[config.mk]
export PLATFORM = sky130hd
export DESIGN_NAME = uart_fsm_tx_flat
export DESIGN_NICKNAME = d
export VERILOG_FILES = /design/src/rtl/uart_fsm_tx_pkg.sv /design/src/rtl/uart_fsm_tx_if.sv /design/src/rtl/uart_fsm_tx_baud_gen.sv /design/src/rtl/uart_fsm_tx.sv /design/src/flat_wrapper.sv
export SDC_FILE = /design/constraint.sdc
export NUM_CORES = 1
export LEC_CHECK = 0
export ABC_AREA = 0
export CAP_MARGIN = 20
export CORE_ASPECT_RATIO = 1.75
export CORE_MARGIN = 5
export CORE_UTILIZATION = 55
export CTS_BUF_LIST = sky130_fd_sc_hd__clkbuf_4 sky130_fd_sc_hd__clkbuf_8 sky130_fd_sc_hd__clkbuf_16
export DETAILED_ROUTE_END_ITERATION = 8
export GPL_TIMING_DRIVEN = 0
export PLACE_DENSITY = 0.73
export SYNTH_ARGS = -nofsm -noshare
export SYNTH_HDL_FRONTEND = slang
export SYNTH_HIERARCHICAL = 1
export SYNTH_SLANG_ARGS = --single-unit
[constraint.sdc]
create_clock -name clk_i -period 2.76 [get_ports clk_i]
set_clock_uncertainty 0.15 [all_clocks]
set_input_delay 0.276 -clock clk_i [delete_from_list [all_inputs] [get_ports clk_i]]
set_output_delay 0.276 -clock clk_i [all_outputs]
set_load 0.02 [all_outputs]
[src/rtl/uart_fsm_tx_pkg.sv]
// Shared types and constants for the UART transmitter.
// The PARITY state is always declared; it is only reachable with UART_TX_PARITY_EN.
package uart_pkg;

   typedef enum logic [2:0] {
      IDLE,
      ARMED,
      START,
      DATA,
      PARITY,
      STOP
   } state_e;

   localparam logic [31:0] FREQUENCY_DEF = 32'd50_000_000;
   localparam logic [31:0] SPEED_DEF     = 32'd9600;

   // Clock cycles per serial bit (integer divide, truncating).
   function automatic int unsigned calc_divider(input logic [31:0] freq, input logic [31:0] speed);
      return int'(freq / speed);
   endfunction

endpackage

[src/rtl/uart_fsm_tx_if.sv]
// Byte handshake and serial line between the transmit controller and the UART transmitter.
interface uart_fsm_tx_if;
   logic [7:0] data;
   logic       req_i;
   logic       tx_o;
   logic       ready_o;

   modport master (output data, output req_i, input tx_o, input ready_o);
   modport slave  (input data, input req_i, output tx_o, output ready_o);
endinterface

[src/rtl/uart_fsm_tx_baud_gen.sv]
// Bit-period counter: counts 0..DIVIDER-1 while enabled, pulses bit_end_o on the last cycle.
module uart_baud_gen #(
   parameter int unsigned DIVIDER = 5208
) (
   input  logic clk_i,
   input  logic reset_i,
   input  logic en_i,
   input  logic clr_i,
   output logic bit_end_o
);

   localparam int unsigned CW = (DIVIDER > 1) ? $clog2(DIVIDER) : 1;
   localparam logic [CW-1:0] LAST = CW'(DIVIDER - 1);

   logic [CW-1:0] cnt_q;
   logic [CW-1:0] cnt_d;

   always_comb begin
      cnt_d = cnt_q;
      if (clr_i) begin
         cnt_d = '0;
      end else if (en_i) begin
         cnt_d = (cnt_q == LAST) ? '0 : cnt_q + CW'(1);
      end
   end

   always_ff @(posedge clk_i or posedge reset_i) begin
      if (reset_i) begin
         cnt_q <= '0;
      end else begin
         cnt_q <= cnt_d;
      end
   end

   assign bit_end_o = en_i && !clr_i && (cnt_q == LAST);

endmodule

[src/rtl/uart_fsm_tx.sv]
// 8N1 UART transmitter FSM, LSB first, registered tx_o/ready_o.
// Define UART_TX_PARITY_EN to insert an even-parity bit between data and stop.
module uart_fsm_tx
   import uart_pkg::*;
#(
   parameter logic [31:0] FREQUENCY = FREQUENCY_DEF,
   parameter logic [31:0] SPEED     = SPEED_DEF
) (
   input  logic          clk_i,
   input  logic          reset_i,
   uart_fsm_tx_if.slave  bus
);

   localparam int unsigned DIVIDER = calc_divider(FREQUENCY, SPEED);

   state_e     state_q, state_d;
   logic [7:0] shift_q, shift_d;
   logic [2:0] bit_cnt_q, bit_cnt_d;
   logic       tx_q, tx_d;
   logic       ready_q, ready_d;
   logic       baud_en;
   logic       baud_clr;
   logic       bit_end;
`ifdef UART_TX_PARITY_EN
   logic       parity_q, parity_d;
`endif

   assign baud_en  = (state_q != IDLE) && (state_q != ARMED);
   assign baud_clr = (state_q == ARMED) && !bus.req_i;

   uart_baud_gen #(
      .DIVIDER (DIVIDER)
   ) u_baud_gen (
      .clk_i     (clk_i),
      .reset_i   (reset_i),
      .en_i      (baud_en),
      .clr_i     (baud_clr),
      .bit_end_o (bit_end)
   );

   // Outputs are computed one cycle ahead so tx_o changes together with the state.
   always_comb begin
      state_d   = state_q;
      shift_d   = shift_q;
      bit_cnt_d = bit_cnt_q;
      tx_d      = tx_q;
      ready_d   = ready_q;
`ifdef UART_TX_PARITY_EN
      parity_d  = parity_q;
`endif
      case (state_q)
         IDLE: begin
            if (bus.req_i) begin
               state_d = ARMED;
               ready_d = 1'b0;
            end
         end
         ARMED: begin
            if (!bus.req_i) begin
               state_d   = START;
               shift_d   = bus.data;
               bit_cnt_d = 3'd0;
               tx_d      = 1'b0;
`ifdef UART_TX_PARITY_EN
               parity_d  = ^bus.data;
`endif
            end
         end
         START: begin
            if (bit_end) begin
               state_d = DATA;
               tx_d    = shift_q[0];
            end
         end
         DATA: begin
            if (bit_end) begin
               shift_d   = shift_q >> 1;
               bit_cnt_d = bit_cnt_q + 3'd1;
               if (bit_cnt_q == 3'd7) begin
`ifdef UART_TX_PARITY_EN
                  state_d = PARITY;
                  tx_d    = parity_q;
`else
                  state_d = STOP;
                  tx_d    = 1'b1;
`endif
               end else begin
                  tx_d = shift_q[1];
               end
            end
         end
         PARITY: begin
            if (bit_end) begin
               state_d = STOP;
               tx_d    = 1'b1;
            end
         end
         STOP: begin
            if (bit_end) begin
               state_d = IDLE;
               tx_d    = 1'b1;
               ready_d = 1'b1;
            end
         end
         default: begin
            state_d = IDLE;
            tx_d    = 1'b1;
            ready_d = 1'b1;
         end
      endcase
   end

   always_ff @(posedge clk_i or posedge reset_i) begin
      if (reset_i) begin
         state_q   <= IDLE;
         shift_q   <= 8'h00;
         bit_cnt_q <= 3'd0;
         tx_q      <= 1'b1;
         ready_q   <= 1'b1;
`ifdef UART_TX_PARITY_EN
         parity_q  <= 1'b0;
`endif
      end else begin
         state_q   <= state_d;
         shift_q   <= shift_d;
         bit_cnt_q <= bit_cnt_d;
         tx_q      <= tx_d;
         ready_q   <= ready_d;
`ifdef UART_TX_PARITY_EN
         parity_q  <= parity_d;
`endif
      end
   end

   assign bus.tx_o    = tx_q;
   assign bus.ready_o = ready_q;

endmodule

[src/flat_wrapper.sv]
// flat-port wrapper written by rule: the top's interface ports become plain ports
module uart_fsm_tx_flat import uart_pkg::*;
#(
   parameter logic [31:0] FREQUENCY = FREQUENCY_DEF,
   parameter logic [31:0] SPEED     = SPEED_DEF
)
  (clk_i, reset_i, bus_data, bus_req_i, bus_tx_o, bus_ready_o);
  uart_fsm_tx_if bus_i ();
  input  logic clk_i;
  input  logic reset_i;
  input wire logic [$bits(bus_i.data)-1:0] bus_data;
  input wire logic [$bits(bus_i.req_i)-1:0] bus_req_i;
  output wire logic [$bits(bus_i.tx_o)-1:0] bus_tx_o;
  output wire logic [$bits(bus_i.ready_o)-1:0] bus_ready_o;
  assign bus_i.data = bus_data;
  assign bus_i.req_i = bus_req_i;
  assign bus_tx_o = bus_i.tx_o;
  assign bus_ready_o = bus_i.ready_o;
  uart_fsm_tx #(.FREQUENCY(FREQUENCY), .SPEED(SPEED)) u_core (.clk_i(clk_i), .reset_i(reset_i), .bus(bus_i));
endmodule
==> results of run 1 <==
## final cells by class
cell class / count / area, um^2 / share of cell area, %
Multi-Input combinational cell: 126 / 820.8 / 43.73
Sequential cell: 29 / 728.2 / 38.80
Timing Repair Buffer: 11 / 110.1 / 5.867
Buffer: 13 / 70.07 / 3.733
Clock buffer: 5 / 68.82 / 3.667
Tap cell: 28 / 35.03 / 1.867
Inverter: 7 / 26.28 / 1.400
Clock inverter: 3 / 17.52 / 0.9333
## worst paths after layout
check / from / endpoint / slack, ns
max in group asynchronous: reset_i / u_core/state_q[1] / 1.82
hold reg to reg: u_core/shift_q[6] / u_core/shift_q[6] / 0.34
hold / removal: reset_i / u_core/u_baud_gen/cnt_q[3] / 0.19
setup reg to reg: u_core/state_q[1] / u_core/bit_cnt_q[0] / 0.48
min in group clk_i: bus_req_i / u_core/state_q[0] / 0.30
setup / recovery: u_core/state_q[1] / u_core/bit_cnt_q[0] / 0.48
## per-stage QoR
step / total power [mW] / instance area [um^2] / hold slack, ns
2_1_floorplan: 1.189 / 1645 / 0.002959
3_3_place_gp: 1.329 / 1790 / 0.3106
3_5_place_dp: 1.363 / 1790 / 0.3276
4_1_cts: 1.716 / 1877 / 0.2019
5_1_grt: 1.833 / 1877 / 0.2284
6_report: 1.699 / 1877 / 0.1918
## routing by layer
layer	vias up	global-route usage, %	part of all wire [%]
met5	-	0	0
met4	0	9.974	2.6
met1	669	17.97	38
li1	668	-	-
met2	37	37.21	55
met3	9	5.745	4.4
## logic make-up after synthesis
family,after synthesis
and+or+nand+nor,62
AOI/OAI and AO/OA,50
DFF,29
buffers and inverters,20
muxes,10
adders and majority gates,3
xor gates and xnor gates,1
## state kept, by name, indices dropped and copies added (netlist names)
name,count
u_core/shift_q,8
u_core/bit_cnt_q,3
u_core/u_baud_gen/cnt_q,13
u_core/bus.tx_o,1
u_core/state_q,3
u_core/bus.ready_o,1
## power groups by stage
stage	Combinational (mW)	Sequential, mW	Clock (mW)
6_report	0.682	0.674	0.343
5_1_grt	0.767	0.692	0.373
4_1_cts	0.687	0.672	0.356
3_5_place_dp	0.685	0.678	0
3_3_place_gp	0.659	0.670	0
2_1_floorplan	0.533	0.656	0
## cells in the final DEF (no fill, tap or decap), drive strengths merged, types with 2 or more instances in the layout
master,n
a21oi,10
a22oi,3
a31oi,8
a41oi,2
and3,5
and4,3
and4b,2
buf,10
clkbuf,8
clkdlybuf4s50,11
clkinv,2
dfrtp,27
dfstp,2
ha,3
inv,7
mux2i,9
nand2,19
nand2b,6
nand3,9
nand4,3
nor2,8
nor3,3
o21ai,17
==> impl_metrics.prom, run 1 <==
# TYPE chip_impl_metric gauge
chip_impl_info{name="outcome",value="complete, no violations"} 1
chip_impl_info{name="crit_path_top_delay_cell",value="dfrtp_1"} 1
chip_impl_info{name="timing.critical_path.to_type",value="flip-flop"} 1
chip_impl_info{name="synth_most_common_cell",value="dfrtp_1"} 1
chip_impl_metric{name="synth_top_area_share",unit="%"} 41.06
chip_impl_info{name="worstSetupPathType",value="reg2reg"} 1
chip_impl_metric{name="detailedPlacementHpwl",unit="um"} 2527
chip_impl_info{name="main_synth_ff_type",value="dfrtp_1"} 1
chip_impl_metric{name="yosys.area_share.simple",unit="%"} 21.29
chip_impl_metric{name="floorplan.core_area",unit="mm^2"} 0.002895
chip_impl_metric{name="grt_overflow_total",unit=""} 0
chip_impl_metric{name="power.share.switching",unit="%"} 38.96
chip_impl_metric{name="cts_hold_repair.buffers",unit=""} 0
chip_impl_info{name="critical_path.top_delay_family",value="simple AND/OR/NAND/NOR gates"} 1
chip_impl_info{name="hold_path_class",value="in2async"} 1
chip_impl_metric{name="htree_levels",unit=""} 2
chip_impl_metric{name="synth_compound_area_share",unit="%"} 19.62
chip_impl_metric{name="die_area",unit="mm^2"} 0.004229
chip_impl_metric{name="yosys-mux-area-fraction",unit="%"} 6.160
chip_impl_metric{name="floorplan.rows",unit=""} 26
chip_impl_metric{name="detail_routed_via_count_per_cell",unit=""} 6.230
chip_impl_metric{name="antenna_cells",unit=""} 0
chip_impl_metric{name="slowest_delay",unit="ns"} 0.42
chip_impl_metric{name="yosysWarningCount",unit=""} 6
chip_impl_metric{name="drcViolationCount",unit=""} 0
chip_impl_metric{name="finalCritPeriodShare",unit="%"} 82.67
chip_impl_metric{name="sequentialPowerShare",unit="%"} 39.7
chip_impl_metric{name="cts_buffers",unit=""} 5
chip_impl_metric{name="boundaryPins",unit=""} 13
chip_impl_metric{name="p_per_area",unit="mW/mm^2"} 905.4
chip_impl_metric{name="finalCriticalPeriod",unit="ns"} 2.282
chip_impl_metric{name="final_nets",unit=""} 207
chip_impl_info{name="startpoint_type",value="flip-flop"} 1
chip_impl_metric{name="pin_count_of_the_biggest_net_entering_global_routing",unit=""} 17
chip_impl_metric{name="maxCapViolations",unit=""} 0
chip_impl_info{name="tritoncts",value="built"} 1
chip_impl_metric{name="cp.depth",unit=""} 10
chip_impl_metric{name="flip_flop_and_latch_count_after_synthesis",unit=""} 29
chip_impl_metric{name="first_pass_iters",unit=""} 4
chip_impl_metric{name="number_of_antenna_violations_at_the_first_check_in_global_routing",unit=""} 0
chip_impl_metric{name="final_count_of_hold_timing_violations",unit=""} 0
chip_impl_metric{name="worst-r2r-cell-count",unit=""} 10
chip_impl_metric{name="die_height",unit="um"} 82.36
chip_impl_metric{name="drt-wirelength-per-cell",unit="um"} 16.01
chip_impl_metric{name="clock_power_share",unit="%"} 20.2
chip_impl_metric{name="gp_routability_congestion",unit=""} 0.8537
chip_impl_metric{name="switching_power",unit="mW"} 0.6621
chip_impl_metric{name="clk_pin_slew",unit="ns"} 0.07
chip_impl_metric{name="timing.critical_path.buf_inv",unit=""} 3
chip_impl_metric{name="grt_pass1_vias",unit=""} 1394
chip_impl_metric{name="yosys.area_share.xor_xnor",unit="%"} 0.5323
chip_impl_metric{name="static_leakage",unit="nW"} 0.8650
chip_impl_metric{name="combinationalPowerShare",unit="%"} 40.2
chip_impl_info{name="clock-root-buffer",value="clkbuf_8"} 1
chip_impl_metric{name="vias",unit=""} 1383
chip_impl_metric{name="timing_worst_slew_pin_value",unit="ns"} 0.6189
chip_impl_metric{name="chipWidth",unit="um"} 51.35
chip_impl_info{name="top_cells_by_area_in_the_synthesized_netlist",value="dfrtp_1 41%, mux2i_1 5.5%, o21ai_0 4.6%, nand2_1 4.3%, dfstp_2 3.2%"} 1
chip_impl_metric{name="maxSlewViolCount",unit=""} 0
chip_impl_metric{name="clkSinkCount",unit=""} 29
chip_impl_info{name="synth.cells.most_frequent",value="27 x dfrtp_1, 19 x nand2_1, 15 x o21ai_0"} 1
chip_impl_metric{name="ir_drop",unit="uV"} 645.6
chip_impl_info{name="crit_path_cell_trace",value="buf_2, nor3_1, nand2b_1, nor2_1, buf_2, nor2b_1, a211o_1, buf_2, nor3_2, a21o_1"} 1
chip_impl_metric{name="synth-seq-area-share",unit="%"} 44.26
chip_impl_metric{name="finalSetupTns",unit="ns"} 0
chip_impl_metric{name="cts_repair_resize_count",unit=""} 0
chip_impl_metric{name="cell_internal_pwr",unit="mW"} 1.037
chip_impl_metric{name="setup_viol",unit=""} 0
chip_impl_metric{name="fill_cells",unit=""} 261
chip_impl_metric{name="worstSkewPairLatency",unit="ns"} 0.28
chip_impl_metric{name="total_routed_wirelength",unit="um"} 3554
chip_impl_metric{name="cts_max_path_buffers",unit=""} 2
chip_impl_metric{name="final_layout_size_suffix_gt1_share",unit="%"} 14.43
chip_impl_metric{name="dp_slack",unit="ns"} 0.4804
chip_impl_metric{name="crit_arrival",unit="ns"} 2.31
chip_impl_metric{name="max_freq",unit="MHz"} 438.3
chip_impl_metric{name="synth_enable_flop_cells",unit=""} 0
chip_impl_metric{name="final_core_utilization",unit="%"} 64.82
chip_impl_metric{name="path_max_fanout",unit=""} 10
chip_impl_info{name="rsz0062_at_grt",value="no"} 1
chip_impl_info{name="library_cell_appearing_most_often_on_the_critical_path",value="buf_2"} 1
chip_impl_metric{name="synth_nets",unit=""} 189
chip_impl_metric{name="number_of_placed_instances_with_taps_included",unit=""} 214
chip_impl_metric{name="synth.avg_cell_area",unit="um^2"} 9.402
chip_impl_metric{name="critPathRequiredTime",unit="ns"} 2.79
chip_impl_metric{name="synth_cells",unit=""} 175
chip_impl_metric{name="layout.cells.non_filler",unit=""} 222
chip_impl_info{name="main_combinational_cell_family_by_area_after_synthesis",value="simple AND/OR/NAND/NOR gates"} 1
chip_impl_metric{name="drt_first_iter_violations",unit=""} 56
chip_impl_metric{name="initial_core_util",unit="%"} 56.83
chip_impl_metric{name="numPortBuffers",unit=""} 11
chip_impl_metric{name="netlist_area",unit="mm^2"} 0.001645
chip_impl_metric{name="ffs_w_async_s_r_synth",unit="%"} 100.0
chip_impl_metric{name="slew_margin_rel",unit="%"} 58.69
chip_impl_metric{name="first_pass_grt_wire_length",unit="um"} 6078
chip_impl_info{name="yosysTopAreaCell",value="dfrtp_1"} 1
chip_impl_metric{name="synthToLayoutAreaGrowth",unit="%"} 14.07
chip_impl_metric{name="fraction_of_the_mapped_netlist_area_in_adder_cells",unit="%"} 2.281
chip_impl_metric{name="synth_cell_type_count",unit=""} 45
chip_impl_metric{name="gr-usage-all-layers",unit="%"} 19.38
chip_impl_metric{name="final_critical_path_setup_slack",unit="ns"} 0.4782
chip_impl_metric{name="cts.repair_timing.setup_buffer_count",unit=""} 0
chip_impl_metric{name="final_antenna_net_count",unit=""} 0
Note: power is estimated with default switching activity, not from simulation.
==> run 2: changes to the inputs <==
Settings changed: CORE_UTILIZATION 55 to 52, PLACE_DENSITY 0.73 to 0.72.
Clock period 2.76 ns to 1.9 ns, I/O delays scaled along.
==> run 2 against run 1 <==
Net effect: the run now ends with negative setup slack left; utilization increased by 4.3 points; critical endpoint unchanged; register-to-register slack got worse by 0.63 ns; first-iteration DRC count increased by 45%; die area increased by 4.8%.
==> impl_metrics.prom, run 2 (same netlist as run 1, synthesis figures left out) <==
# TYPE chip_impl_metric gauge
chip_impl_metric{name="setup_viol",unit=""} 21
chip_impl_metric{name="die_area",unit="mm^2"} 0.004433
chip_impl_metric{name="sequentialPowerShare",unit="%"} 34.1
chip_impl_metric{name="final_critical_path_setup_slack",unit="ns"} -0.1543
chip_impl_metric{name="cell_internal_pwr",unit="mW"} 1.792
chip_impl_metric{name="numPortBuffers",unit=""} 11
chip_impl_metric{name="clkSinkCount",unit=""} 29
chip_impl_metric{name="first_pass_iters",unit=""} 4
chip_impl_metric{name="cts_buffers",unit=""} 5
chip_impl_metric{name="fill_cells",unit=""} 253
chip_impl_metric{name="floorplan.core_area",unit="mm^2"} 0.003108
chip_impl_metric{name="maxSlewViolCount",unit=""} 0
chip_impl_metric{name="final_count_of_hold_timing_violations",unit=""} 0
chip_impl_metric{name="vias",unit=""} 1475
chip_impl_metric{name="regToRegSetupSlack",unit="ns"} -0.15
chip_impl_metric{name="grt_overflow_total",unit=""} 0
chip_impl_metric{name="layout.cell_area.non_filler",unit="mm^2"} 0.002150
chip_impl_info{name="crit_path_cell_trace",value="ha_2, and4b_4, nand3_2, nor2_4, nor2b_2, a211o_1, buf_6, nor3_2, a21o_1"} 1
chip_impl_metric{name="detailedPlacementHpwl",unit="um"} 2714
chip_impl_metric{name="combinationalPowerShare",unit="%"} 46.2
chip_impl_metric{name="grt_pass1_vias",unit=""} 1503
chip_impl_metric{name="slew_margin_rel",unit="%"} 57.10
chip_impl_metric{name="final_layout_size_suffix_gt1_share",unit="%"} 27.23
chip_impl_metric{name="ir_drop",unit="uV"} 779.6
chip_impl_metric{name="cp.depth",unit=""} 9
chip_impl_metric{name="slowest_delay",unit="ns"} 0.37
chip_impl_metric{name="static_leakage",unit="nW"} 0.9859
chip_impl_info{name="outcome",value="finished with violations"} 1
chip_impl_info{name="tritoncts",value="built"} 1
chip_impl_metric{name="first_pass_grt_wire_length",unit="um"} 6782
chip_impl_metric{name="gp_routability_congestion",unit=""} 0.8122
chip_impl_info{name="timing.critical_path.to_type",value="flip-flop"} 1
chip_impl_metric{name="path_max_fanout",unit=""} 10
chip_impl_metric{name="initial_core_util",unit="%"} 52.94
chip_impl_metric{name="synthToLayoutAreaGrowth",unit="%"} 30.65
chip_impl_info{name="worstReg2RegEnd",value="u_core/bit_cnt_q[0]"} 1
chip_impl_metric{name="timing.critical_path.buf_inv",unit=""} 1
chip_impl_info{name="hold_path_class",value="in2async"} 1
chip_impl_metric{name="final_antenna_net_count",unit=""} 0
chip_impl_metric{name="critPathRequiredTime",unit="ns"} 1.98
chip_impl_info{name="regToRegStartpoint",value="u_core/u_baud_gen/cnt_q[0]"} 1
chip_impl_metric{name="htree_levels",unit=""} 2
chip_impl_metric{name="final-seq-area",unit="um^2"} 728.2
chip_impl_info{name="final_common_cell",value="dfrtp_1"} 1
chip_impl_metric{name="cts_max_path_buffers",unit=""} 2
chip_impl_metric{name="drcViolationCount",unit=""} 0
chip_impl_metric{name="gr-usage-all-layers",unit="%"} 20.26
chip_impl_metric{name="die_height",unit="um"} 84.41
chip_impl_info{name="largest_registers",value="u_core/u_baud_gen/cnt_q (13), u_core/shift_q (8)"} 1
chip_impl_info{name="worstSetupPathType",value="reg2reg"} 1
chip_impl_metric{name="number_of_antenna_violations_at_the_first_check_in_global_routing",unit=""} 0
chip_impl_metric{name="final_core_utilization",unit="%"} 69.16
chip_impl_info{name="clock-root-buffer",value="clkbuf_8"} 1
chip_impl_metric{name="p_per_area",unit="mW/mm^2"} 1342
chip_impl_info{name="largest_register",value="u_core/u_baud_gen/cnt_q"} 1
chip_impl_metric{name="chipWidth",unit="um"} 52.52
chip_impl_metric{name="dp_slack",unit="ns"} -0.3113
chip_impl_metric{name="detail_routed_via_count_per_cell",unit=""} 5.762
chip_impl_info{name="crit_path_top_delay_cell",value="dfrtp_1"} 1
chip_impl_metric{name="worst-r2r-cell-count",unit=""} 9
chip_impl_info{name="worst_setup_path_endpoint",value="u_core/bit_cnt_q[0]"} 1
chip_impl_info{name="failed_checks",value="negative setup slack"} 1
chip_impl_metric{name="total_routed_wirelength",unit="um"} 4245
chip_impl_metric{name="finalHoldWorstSlack",unit="ns"} 0.1214
chip_impl_info{name="leading_cell_types_in_the_layout_fill_and_taps_excluded",value="27 x dfrtp_1, 19 x buf_4, 18 x nand2_1"} 1
chip_impl_metric{name="final_nets",unit=""} 226
chip_impl_info{name="rsz0062_at_grt",value="yes"} 1
chip_impl_metric{name="drt_first_iter_violations",unit=""} 81
chip_impl_metric{name="switching_power",unit="mW"} 1.094
chip_impl_info{name="critical_path.top_delay_family",value="simple AND/OR/NAND/NOR gates"} 1
chip_impl_metric{name="finalCriticalPeriod",unit="ns"} 2.054
chip_impl_metric{name="antenna_cells",unit=""} 0
chip_impl_metric{name="worstSkewPairLatency",unit="ns"} 0.28
chip_impl_metric{name="drt-wirelength-per-cell",unit="um"} 16.58
chip_impl_metric{name="clk_pin_slew",unit="ns"} 0.07
chip_impl_info{name="startpoint_type",value="flip-flop"} 1
chip_impl_metric{name="clock_power_share",unit="%"} 19.8
chip_impl_info{name="startpoint_of_the_most_critical_setup_path",value="u_core/u_baud_gen/cnt_q[0]"} 1
chip_impl_metric{name="flip_flop_count_of_the_largest_register_all_copies_and_words_added",unit=""} 13
chip_impl_metric{name="boundaryPins",unit=""} 13
chip_impl_metric{name="pin_count_of_the_biggest_net_entering_global_routing",unit=""} 17
chip_impl_metric{name="maxCapViolations",unit=""} 0
chip_impl_metric{name="max_freq",unit="MHz"} 486.8
chip_impl_metric{name="finalCritPeriodShare",unit="%"} 108.1
chip_impl_metric{name="cts_hold_repair.buffers",unit=""} 0
chip_impl_metric{name="power.share.switching",unit="%"} 37.90
chip_impl_metric{name="timing_worst_slew_pin_value",unit="ns"} 0.6411
chip_impl_metric{name="crit_arrival",unit="ns"} 2.13
chip_impl_metric{name="area_of_combinational_cells_with_multiple_inputs",unit="um^2"} 882.1
chip_impl_metric{name="placedInstanceArea",unit="mm^2"} 0.001833
chip_impl_metric{name="floorplan.rows",unit=""} 27
==> run 2: final cells by class <==
class | instances | area share (%)
clock buffers | 7 | 4.482
plain buffers | 12 | 4.191
multi-input cells | 126 | 41.04
repair buffers | 31 | 12.46
well taps | 43 | 2.503
flip-flops and latches | 29 | 33.88
inverters | 7 | 1.222
clock inverters | 1 | 0.2328
==> run 2: worst min path at each step <==
stage	from	end	slack, ns	cells past startpoint
finish	reset_i	u_core/u_baud_gen/cnt_q[3]	0.12	2
detailed placement	u_core/bit_cnt_q[2]	u_core/bit_cnt_q[2]	0.34	2
global placement	u_core/shift_q[2]	u_core/shift_q[2]	0.31	2
CTS	reset_i	u_core/u_baud_gen/cnt_q[3]	0.13	2
global route	reset_i	u_core/u_baud_gen/cnt_q[3]	0.19	2
floorplan	reset_i	u_core/u_baud_gen/cnt_q[0]	-0.08	1
==> run 2: what timing repair did <==
| item | in CTS | in global routing |
|---|---|---|
| endpoints found under the hold margin | 0 | 0 |
| gates cloned | 0 | 1 |
| endpoints found under the setup margin | 11 | 24 |
| pin swaps | 3 | 8 |
| setup buffers | 9 | 10 |
| resized for setup | 10 | 12 |
==> run 2: metrics by stage <==
step	total power, mW	setup TNS [ns]	std cells
2_1_floorplan	1.752	-0.8167	175
3_3_place_gp	1.960	-2.475	229
3_5_place_dp	2.037	-2.958	229
4_1_cts	2.731	-1.499	246
5_1_grt	3.104	-3.626	256
6_report	2.885	-2.026	256
==> run 2: worst register-to-register path: cells and delay by family, from the launching register on <==
family,cells,cell delay (ns)
AOI/OAI and AO/OA,2,0.40
buffers and inverters,1,0.16
DFF,1,0.37
adders and majority gates,1,0.21
and+or+nand+nor,5,0.70
==> run 2: power groups by stage <==
stage | Sequential (mW) | Combinational (mW) | Clock [mW]
final | 0.984 | 1.33 | 0.570
after global routing | 1.01 | 1.48 | 0.614
after CTS | 0.977 | 1.16 | 0.590
after detailed placement | 0.997 | 1.04 | 0
after global placement | 0.977 | 0.983 | 0
after floorplan | 0.954 | 0.798 | 0
==> run 2: layer usage <==
metal / vias to the layer above / track usage, % / wire (um)
met5: - / 0 / 0
met1: 713 / 21.63 / 1529
met2: 38 / 35.52 / 2393
met3: 14 / 4.263 / 155
li1: 710 / - / -
met4: 0 / 10.70 / 167
==> RTL edit 1, RTL diff (config.mk and constraints of run 2) <==
The 6 states of `state_e` get a one-hot encoding in 6 bits.
--- a/src/rtl/uart_fsm_tx_pkg.sv
+++ b/src/rtl/uart_fsm_tx_pkg.sv
@@ -2,13 +2,13 @@
 // The PARITY state is always declared; it is only reachable with UART_TX_PARITY_EN.
 package uart_pkg;
 
-   typedef enum logic [2:0] {
-      IDLE,
-      ARMED,
-      START,
-      DATA,
-      PARITY,
-      STOP
+   typedef enum logic [5:0] {
+      IDLE   = 6'b000001,
+      ARMED  = 6'b000010,
+      START  = 6'b000100,
+      DATA   = 6'b001000,
+      PARITY = 6'b010000,
+      STOP   = 6'b100000
    } state_e;
 
    localparam logic [31:0] FREQUENCY_DEF = 32'd50_000_000;
Check against the original RTL: no difference found for any inputs over 10 cycles, from zero or initial values and one cycle with reset_i high; not proved beyond that.
==> RTL edit 1 against run 2 <==
- the flow still finishes with violations (negative setup slack)
- routed wire length up 20%
- utilization grew 4.3 points
- design area rose by 16%
- area after synthesis rose by 11%
- via count increased by 17%
- sequential power rose by 6%
- largest power group unchanged
- total power is 36% higher
- maximum frequency is 16% lower
- synthesized cell count up 10%
- sequential cell count is 2 higher
- worst setup slack worse by 0.39 ns
==> RTL edit 1: results (changes against run 2) <==
[run_status]
status=finished, violations left
violations=negative setup slack

[global_route]
gr-usage-met3_pct=4.72  ; +0.46 points
grt_pass1_wl_um=7910  ; +17%
grtUsageMet1_pct=22.6  ; +0.99 points
grt_max_degree=19  ; +2
grt_pass1_vias=1772  ; +18%
grt_use_total_pct=22.4  ; +2.2 points
grtUsageMet2_pct=40.2  ; +4.7 points

[synthesis]
yosysSeqAreaShare_pct=42.7  ; -1.6 points
synth_area_leaders=dfrtp_1 38%, mux2i_1 4.9%, dfstp_2 4.3%
synth_nets=207  ; +9.5%
ys_top_cells_by_count=28 x dfrtp_1, 21 x nand2_1, 13 x o21ai_0
yosysWarnings=6  ; unchanged
ys_types=47  ; +4.4%

[finish]
final.clkbuf_count=6  ; -1
flops_and_latches=31  ; +6.9%
final_nets=251  ; +11%
buffers=51  ; +19%
multi_input_gates=138  ; +9.5%
fillers=235  ; -7.1%
multi_input_area_um2=1050  ; +20%
clock_area_share_pct=4.71  ; about the same
inverters=10  ; +3
seq-cell-share_pct=31.3  ; -2.6 points
buf_share_pct=18.0  ; +1.3 points
reg_top3=u_core/u_baud_gen/cnt_q x13, u_core/shift_q x8, u_core/state_q x5
final_layout_size_suffix_gt1_share_pct=34.5  ; +7.2 points

[worst_setup_path]
critPathSlowestCell=dfstp_2
timing.rr.end=u_core/u_baud_gen/cnt_q[3]
r2r_start=u_core/state_q[0]
cp_max_fo=6  ; -4
arrival_ns=2.49  ; +0.36 ns
r2r_cells=10  ; +1

[power]
peakVddDrop_uv=1390  ; +78%
leakage_nw=1.12  ; +13%
p_switching_w=0.00159  ; +45%
switching_share_pct=40.5  ; +2.6 points
power_clock_w=0.000678  ; +19%

[place]
io_buffers=12  ; +1
post-dp-hpwl_um=3140  ; +16%
gp_congestion=0.813  ; about the same

[drt]
dr.pass1.iters=4  ; unchanged
drt-met1-wl_um=1840  ; +20%
routed-wl-met2_um=2880  ; +20%
route.met3.wl_um=211  ; +36%
drt_iter0_drc=74  ; -8.6%
drt-total-wl_um=5090  ; +20%

[sta]
fin_ws_ns=-0.546  ; -0.392 ns
setup_viol=30  ; +43%
worst_slew_pin_slew_ns=0.699  ; +0.0581 ns

[clock_network]
clk_latency_ns=0.28  ; about the same
cts_made_buffers=5  ; unchanged

## RTL edit 1: cell count changes after synthesis, moves of 3 or more
cell	before	now
inv_1	6	10
nor2_1	8	4
a31oi_1	7	10
nand3_1	8	11
nor4_1	0	3
a22oi_1	3	0
## RTL edit 1: worst max path at each step
stage	end	slack, ns	cells past startpoint
4_1_cts	u_core/bit_cnt_q[2]	-0.51	10
2_1_floorplan	u_core/bus.tx_o	-0.42	8
6_report	u_core/u_baud_gen/cnt_q[3]	-0.55	10
3_3_place_gp	u_core/bus.ready_o	-0.63	10
5_1_grt	u_core/bit_cnt_q[2]	-0.68	10
3_5_place_dp	u_core/bit_cnt_q[2]	-0.67	10
## RTL edit 1: metrics by stage
| stage | cells | hold slack (ns) | instance area, µm² | setup WS [ns] | setup TNS [ns] |
|---|---|---|---|---|---|
| after floorplan | 193 | -0.0830 | 1870 | -0.421 | -7.72 |
| after global placement | 250 | 0.312 | 2040 | -0.633 | -14.17 |
| after detailed placement | 250 | 0.323 | 2040 | -0.673 | -15.29 |
| after CTS | 275 | 0.146 | 2370 | -0.505 | -12.96 |
| after global routing | 283 | 0.201 | 2490 | -0.677 | -17.74 |
| final | 283 | 0.165 | 2490 | -0.546 | -14.15 |
## RTL edit 1: cell families (layout without fill, tap and decap cells)
logic type                 count (synthesis)  in the layout  share of synthesized area, %
xor gates and xnor gates                   2              2                         0.960
buffers and inverters                     24             69                          6.65
and+or+nand+nor                           73             73                          23.6
AOI/OAI and AO/OA                         49             49                          17.7
DFF                                       31             31                          42.7
muxes                                     11             11                          6.37
adders and majority gates                  3              3                          2.06
## RTL edit 1: timing repair
item                                    4_1_cts  5_1_grt
endpoints found under the hold margin         0        0
gates cloned                                  4        0
endpoints found under the setup margin       30       30
setup buffers                                13       10
gates resized for setup                      32       19
pin swaps                                    16        8
==> RTL edit 2, RTL diff (settings of run 2) <==
Made on the original files. Add a define of `UART_TX_PARITY_EN`.
--- a/src/rtl/uart_fsm_tx.sv
+++ b/src/rtl/uart_fsm_tx.sv
@@ -1,5 +1,7 @@
 // 8N1 UART transmitter FSM, LSB first, registered tx_o/ready_o.
 // Define UART_TX_PARITY_EN to insert an even-parity bit between data and stop.
+`define UART_TX_PARITY_EN
+
 module uart_fsm_tx
    import uart_pkg::*;
 #(
Function: no difference found for any inputs over 10 cycles, from zero or initial values and one cycle with reset_i high; that may be too few to reach the edited logic, so the function may still have changed.
==> RTL edit 2 against run 2 <==
- sequential share of layout area shrank 2.4 points
- worst setup slack lost 0.072 ns
- routed wire length grew 10%
- cell count grew 3.1%
- total power grew 2.3%
- combinational power grew 6%
- maximum frequency shrank 3.4%
- design area grew 12%
- area after synthesis grew 5.7%
- sequential cell count grew 1
- critical path depth grew 1
- the flow still finishes with violations (negative setup slack)
- via count grew 6.2%
- global-route usage shrank 0.66 points
==> RTL edit 2: results (changes against run 2) <==
[finish]
seq-cell-share_pct=31.5  ; -2.4 points
layout.cells.non_filler=264  ; +3.1%
fillers=226  ; -11%
final.clkbuf_count=7  ; unchanged
buffers=47  ; +9.3%
final_layout_size_suffix_gt1_share_pct=38.9  ; +12 points
diodes=0  ; unchanged
multi_input_area_share_pct=44.0  ; +3.0 points
buf_share_pct=17.6  ; +0.93 points
multi_input_gates=131  ; +4.0%
inverters=5  ; -2
clock_area_share_pct=3.95  ; -0.76 points

[synthesis]
ys_types=42  ; -6.7%
yosysSeqAreaShare_pct=43.3  ; -0.95 points
synth_area_leaders=dfrtp_1 40%, mux2i_1 5.2%, nand2_1 3.9%
synth-async-reset-ratio_pct=100  ; unchanged
avgSynthCellArea_um2=9.83  ; +4.5%
syn_area_um2=1740  ; +5.7%
synth_nets=191  ; +1.1%
ys_top_cells_by_count=28 x dfrtp_1, 18 x nand2_1, 13 x a21oi_1
ys_ff_latch=30  ; +3.4%

[drt]
drt-total-wl_um=4690  ; +10%
vias=1566  ; +6.2%
top_layer=met4
routed-wl-met2_um=2710  ; +13%
drt_iter0_drc=49  ; -40%
drt-met1-wl_um=1640  ; +7.4%
route.met3.wl_um=200  ; +29%

[power]
power.density_nw_per_um2=1230  ; -8.6%
leakage_nw=1.09  ; +10%
peakVddDrop_uv=911  ; +17%

[clock_network]
clk_latency_ns=0.28  ; about the same
ctsResizeCount=6  ; -4
cts_setup_buffers=13  ; +4
cts_max_level=2  ; unchanged

[sta]
fin_ws_ns=-0.227  ; -0.0722 ns
setup_viol=27  ; +29%
finalSetupTns_ns=-3.68  ; -1.65 ns
whs_ns=0.117  ; -0.00480 ns
worst_slew_pin_slew_ns=0.665  ; +0.0238 ns

[global_route]
grtUsageMet1_pct=21.1  ; -0.49 points
grtUsageMet2_pct=34.7  ; -0.86 points
grt_pass1_wl_um=6800  ; +0.31%
gr-usage-met3_pct=3.79  ; -0.48 points
grt_use_total_pct=19.6  ; -0.66 points
grt_pass1_vias=1534  ; +2.1%
grt_max_degree=18  ; +1

[worst_setup_path]
cp_max_fo=6  ; -4
r2r_cells=10  ; +1
cp_slowest_stage_delay_ns=0.40  ; +0.03 ns
arrival_ns=2.15  ; +0.02 ns

[run_status]
violations=negative setup slack
status=finished, violations left

[place]
io_buffers=12  ; +1
dp_slack_ns=-0.562  ; -0.251 ns
place_area_um2=1950  ; +6.1%
post-dp-hpwl_um=2770  ; +2.1%
gp_congestion=0.878  ; +8.1%
numPlacedInstances=232  ; +1.3%

## RTL edit 2: changes by cell type after synthesis, sizes merged, moves of 2 or more
cell,run 2,this run
a22oi,3,0
nor3,3,0
xnor2,1,7
a21oi,10,13
nor2,8,11
a32o,0,2
o21ai,17,12
inv,7,5
mux2,1,3
or2,1,4
## RTL edit 2: where the power goes
group          total (W)  switching [W]  internal (W)
logic            0.00141       0.000689      0.000718
clock network   0.000548       0.000241      0.000306
registers       0.000999       0.000179      0.000819
total            0.00295        0.00111       0.00184
## RTL edit 2: logic make-up (layout without fill, tap and decap cells)
family / after synthesis / in the layout / synth area share (%)
and+or+nand+nor: 63 / 63 / 20.1
xor gates and xnor gates: 7 / 7 / 3.53
adders and majority gates: 3 / 3 / 2.16
buffers and inverters: 16 / 60 / 5.25
DFF: 30 / 30 / 43.3
AOI/OAI and AO/OA: 46 / 46 / 18.6
muxes: 12 / 12 / 7.12
